### src/rtl/bcd_operand_entry.sv
// Two-operand BCD digit entry: synchronized/debounced Enter, digit shift-in FSM, Valid in DONE.
// Optional auto-repeat while Enter is held: define BCD_ENTRY_REPEAT_EN.
module bcd_operand_entry #(
    parameter int DIGITS          = 2,
    parameter int DEBOUNCE_CYCLES = 500000,
    parameter int REPEAT_CYCLES   = 25000000
) (
    input  logic                         CLOCK_50,
    input  logic                         Reset,
    input  logic [3:0]                   Digit,
    input  logic                         Enter,
    input  logic                         Clear,
    output logic [4*DIGITS-1:0]          OpA,
    output logic [4*DIGITS-1:0]          OpB,
    output logic                         Valid,
    output logic [1:0]                   Phase,
    output logic [$clog2(DIGITS+1)-1:0]  DigitCount,
    output logic                         BadDigit
);
    localparam int OW = 4 * DIGITS;
    localparam int CW = $clog2(DIGITS + 1);
    localparam int DW = $clog2(DEBOUNCE_CYCLES + 1);

    if (DIGITS < 1 || DEBOUNCE_CYCLES < 1 || REPEAT_CYCLES < 1) begin : g_param_check
        $error("bcd_operand_entry: DIGITS, DEBOUNCE_CYCLES and REPEAT_CYCLES must be >= 1");
    end

    typedef enum logic [1:0] {ENTER_A = 2'd0, ENTER_B = 2'd1, DONE = 2'd2} state_t;

    state_t          state, state_n;
    logic [OW-1:0]   opa_n, opb_n;
    logic [CW-1:0]   cnt_n;
    logic            bad_n;

    logic            sync_p0, sync_p1;
    logic [DW-1:0]   deb_cnt;
    logic            deb_lvl, deb_lvl_q;
    logic [1:0]      fill;
    logic            armed;
    logic            rise;
    logic            press;

    // Stage boundary: two-flop synchronizer, then debounce. "armed" stays low after
    // Reset until the synchronized button has been seen released, so a button held
    // through Reset cannot fire.
    always_ff @(posedge CLOCK_50) begin
        if (Reset) begin
            sync_p0   <= 1'b0;
            sync_p1   <= 1'b0;
            deb_cnt   <= '0;
            deb_lvl   <= 1'b0;
            deb_lvl_q <= 1'b0;
            fill      <= 2'd0;
            armed     <= 1'b0;
        end else begin
            sync_p0   <= Enter;
            sync_p1   <= sync_p0;
            deb_lvl_q <= deb_lvl;
            if (sync_p1 == deb_lvl) begin
                deb_cnt <= '0;
            end else if (deb_cnt == DW'(DEBOUNCE_CYCLES - 1)) begin
                deb_lvl <= sync_p1;
                deb_cnt <= '0;
            end else begin
                deb_cnt <= deb_cnt + DW'(1);
            end
            if (!fill[1]) fill <= fill + 2'd1;
            if (fill[1] && !sync_p1) armed <= 1'b1;
        end
    end

    assign rise = deb_lvl && !deb_lvl_q && armed;

`ifdef BCD_ENTRY_REPEAT_EN
    localparam int RW = $clog2(REPEAT_CYCLES + 1);
    logic [RW-1:0] rep_cnt;
    logic          rep_fire;

    assign rep_fire = (rep_cnt == RW'(REPEAT_CYCLES)) && (state != DONE);

    always_ff @(posedge CLOCK_50) begin
        if (Reset || Clear || !deb_lvl || !armed || state == DONE) begin
            rep_cnt <= '0;
        end else if (rep_fire) begin
            rep_cnt <= RW'(1);
        end else begin
            rep_cnt <= rep_cnt + RW'(1);
        end
    end

    assign press = rise || rep_fire;
`else
    assign press = rise;
`endif

    // Stage boundary: entry FSM next-state and operand shift-in
    always_comb begin
        state_n = state;
        opa_n   = OpA;
        opb_n   = OpB;
        cnt_n   = DigitCount;
        bad_n   = BadDigit;
        if (Clear) begin
            state_n = ENTER_A;
            opa_n   = '0;
            opb_n   = '0;
            cnt_n   = '0;
            bad_n   = 1'b0;
        end else if (press) begin
            case (state)
                ENTER_A, ENTER_B: begin
                    if (Digit > 4'd9) begin
                        bad_n = 1'b1;
                    end else begin
                        bad_n = 1'b0;
                        if (state == ENTER_A) opa_n = (OpA << 4) | OW'(Digit);
                        else                  opb_n = (OpB << 4) | OW'(Digit);
                        if (DigitCount == CW'(DIGITS - 1)) begin
                            cnt_n   = '0;
                            state_n = (state == ENTER_A) ? ENTER_B : DONE;
                        end else begin
                            cnt_n = DigitCount + CW'(1);
                        end
                    end
                end
                DONE: begin
                    state_n = ENTER_A;
                    opa_n   = '0;
                    opb_n   = '0;
                    cnt_n   = '0;
                    bad_n   = 1'b0;
                end
                default: state_n = ENTER_A;
            endcase
        end
    end

    always_ff @(posedge CLOCK_50) begin
        if (Reset) begin
            state      <= ENTER_A;
            OpA        <= '0;
            OpB        <= '0;
            DigitCount <= '0;
            BadDigit   <= 1'b0;
        end else begin
            state      <= state_n;
            OpA        <= opa_n;
            OpB        <= opb_n;
            DigitCount <= cnt_n;
            BadDigit   <= bad_n;
        end
    end

    assign Valid = (state == DONE);
    assign Phase = state;

endmodule

### config.mk
export PLATFORM = sky130hd
export DESIGN_NAME = bcd_operand_entry
export DESIGN_NICKNAME = d
export VERILOG_FILES = /design/src/rtl/bcd_operand_entry.sv
export SDC_FILE = /design/constraint.sdc
export NUM_CORES = 1
export LEC_CHECK = 0
export ABC_AREA = 1
export BUFFER_PORTS_ARGS = -buffer_cell sky130_fd_sc_hd__buf_2
export CAP_MARGIN = 5
export CORE_ASPECT_RATIO = 1.1
export CORE_MARGIN = 2
export CORE_UTILIZATION = 56
export DETAILED_ROUTE_END_ITERATION = 6
export GPL_TIMING_DRIVEN = 0
export PLACE_DENSITY = 0.78
export SYNTH_ARGS = -nofsm -noshare
export SYNTH_HDL_FRONTEND = slang
export SYNTH_SLANG_ARGS = --single-unit
### constraint.sdc
create_clock -name CLOCK_50 -period 1.6 [get_ports CLOCK_50]
set_clock_uncertainty 0.2 [all_clocks]
set_input_delay 0.24 -clock CLOCK_50 [delete_from_list [all_inputs] [get_ports CLOCK_50]]
set_output_delay 0.24 -clock CLOCK_50 [all_outputs]
set_load 0.01 [all_outputs]
==> out/results.ini <==
[power_and_ir_drop]
irDropWorstVdd_uv=619
power.density_nw_per_um2=802
total_power_mw=2.03
power.leakage_nw=0.989

[flow_run]
cap_viol_max_count=0

[floorplan]
coreArea_um2=3630
die_w_um=62.4
die-area_um2=4250
io-pin-count=30
core.rowCount=23
die_y_um=68.2
start_util_pct=57.9

[yosys]
yosysSeqAreaShare_pct=44.8
netlist_area_um2=2100
syn-num-nets=290
yosysTopAreaCellShare_pct=44.8
yosysWarnings=0
ys_seq_elements=47
netlist_instances=281
ys_top_cells_by_area=dfxtp_1 45%, nand2_1 9.8%, nor2_1 7.5%
yosys.cell_types.count=28
yosysTopAreaCell=dfxtp_1
syn_area_per_cell_um2=7.47

[global_route]
grt_pass1_vias=1677
overflow=0
antenna_found_initial=0
track_usage_pct=21.9
grt_pass1_wl_um=7310
grt_max_degree=16

[cts]
tritoncts=built
numClockSinks=47
path_clk_slew_ns=0.09
cts_max_level=2
numCtsBuffers=5
cts_root_buf=clkbuf_8
clock_latency_ns=0.30
cts_max_path_buffers=2

[timing]
finalSetupViolations=0
finalCritPeriodShare_pct=96.8
fin_ws_ns=0.0519
max_freq_mhz=646
timing.final.crit_period_ns=1.55
worst_slew_pin_slew_ns=0.246
maxSlewViolCount=0
setup_tns_ns=0
slew-limit-headroom_pct=83.5
hold_violations=0
hold_ws_ns=0.0133
rsz0062_at_grt=true

[route]
avgRoutedWirePerCell_um=11.2
dr.pass1.iters=4
drc_errors=0
vias_per_cell=5.03
drt-total-wl_um=4190
ant_nets=0
drtIter0Drc=134
dr_total_vias=1893

[layout]
fin_cells=376
fin_util_pct=69.9
syn2layout_area_growth_pct=20.8
nNetsFinal=334
n_antenna_cell=0
design_area_um2=2530
drive_above_1_share_pct=24.2

[outcome]
outcome=completed

[setup_path]
crit_type=in2reg
crit_required_ns=1.64
crit_path_max_fanout=4
cp-start-kind=input port
cp.arrival_ns=1.59
cp-end-kind=flip-flop

[place]
placed_cells=359
place_worst_setup_slack_ns=-0.0622
dp.final_hpwl_um=2900
io_buffer_count=28
placed_area_um2=2300
gp_congestion=0.849

[min_path]
min_path_type=in2reg

==> cells by family (layout without fill, tap and decap cells) <==
logic type | Yosys count | count (layout) | share of synthesized area [%]
compound gates | 41 | 41 | 10.8
xor+xnor | 7 | 7 | 2.92
fa+ha+maj | 1 | 1 | 0.596
buf+inv | 38 | 83 | 7.99
flops | 47 | 47 | 44.8
simple gates | 147 | 147 | 32.9
==> repair_timing <==
item / CTS / global route
resized for setup: 4 / 15
hold buffers: 3 / 0
setup endpoints to repair: 13 / 27
buffers inserted: 3 / 3
pin swaps: 2 / 4
hold endpoints to repair: 6 / 0
==> final timing paths <==
check / depth (start not counted) / start / slack [ns] / to
setup / recovery: 8 / Reset / 0.05 / deb_cnt[10]$_SDFF_PP0_
hold / removal: 3 / Reset / 0.01 / BadDigit$_SDFFE_PP0P_
setup reg to reg: 8 / deb_cnt[0]$_SDFF_PP0_ / 0.07 / deb_cnt[14]$_SDFF_PP0_
hold reg to reg: 2 / sync_p0$_SDFF_PP0_ / 0.21 / sync_p1$_SDFF_PP0_
==> state kept, by name, indices dropped and copies added (netlist names), 2 cells and up <==
name        flops
deb_cnt        19
OpA             8
OpB             8
DigitCount      2
Phase           2
fill            2
==> synthesized netlist by cell type <==
master and n:
or2_0 1, nand3_2 3, buf_2 2, nand4_1 10, nor2_2 3, o21bai_1 1, nor3_1 1, o21ai_0 4
nand2_4 1, a21oi_1 30, a21oi_2 3, inv_2 1, nand3_1 22, buf_4 2, o21ai_1 1, nand2_1 55
nor2_4 5, xor2_1 4, nor2_1 42, o211ai_1 1, dfxtp_1 47, xnor2_1 3, buf_6 2, o211a_1 1
inv_1 30, clkinv_1 1, ha_1 1, nand2_2 4
==> power by group <==
group | switching (mW) | total [mW] | internal, mW
registers | 0.00570 | 1.18 | 1.18
clock network | 0.415 | 0.768 | 0.353
logic | 0.0475 | 0.0795 | 0.0320
total | 0.468 | 2.03 | 1.56
==> routing by layer <==
| metal | global-route usage [%] | wire length, µm |
|---|---|---|
| met5 | 0 | 0 |
| met2 | 35.9 | 2010 |
| met4 | 12.2 | 112 |
| met1 | 26.7 | 1910 |
| met3 | 5.92 | 162 |
==> final cells by class <==
| type | count | area, µm² |
|---|---|---|
| repair buffers | 37 | 215 |
| multi-input cells | 196 | 1040 |
| plain buffers | 6 | 47.5 |
| clock inverters | 2 | 16.3 |
| fillers | 318 | 1090 |
| clock buffers | 6 | 82.6 |
| flip-flops and latches | 47 | 947 |
| inverters | 32 | 120 |
| well taps | 50 | 62.6 |
==> cells in the final DEF, fill, tap and decap left out, types with 4 or more instances in the layout <==
cell / n
nor2_4: 7
xor2_1: 4
nand3_1: 22
dfxtp_1: 44
nor2_1: 39
a21oi_2: 4
nand2_2: 4
nor2_2: 4
clkbuf_8: 6
buf_4: 8
buf_2: 30
a21oi_1: 29
nand4_1: 10
nand2_1: 54
inv_1: 29
==> critical path, cell delays in order <==
cell and delay [ns]:
buf_6 0.10, dlygate4sd3_1 0.56, inv_2 0.06, o21ai_1 0.07
a21oi_2 0.20, nand2_4 0.10, buf_4 0.16, a21oi_1 0.10
(Power assumes the default switching activity.)
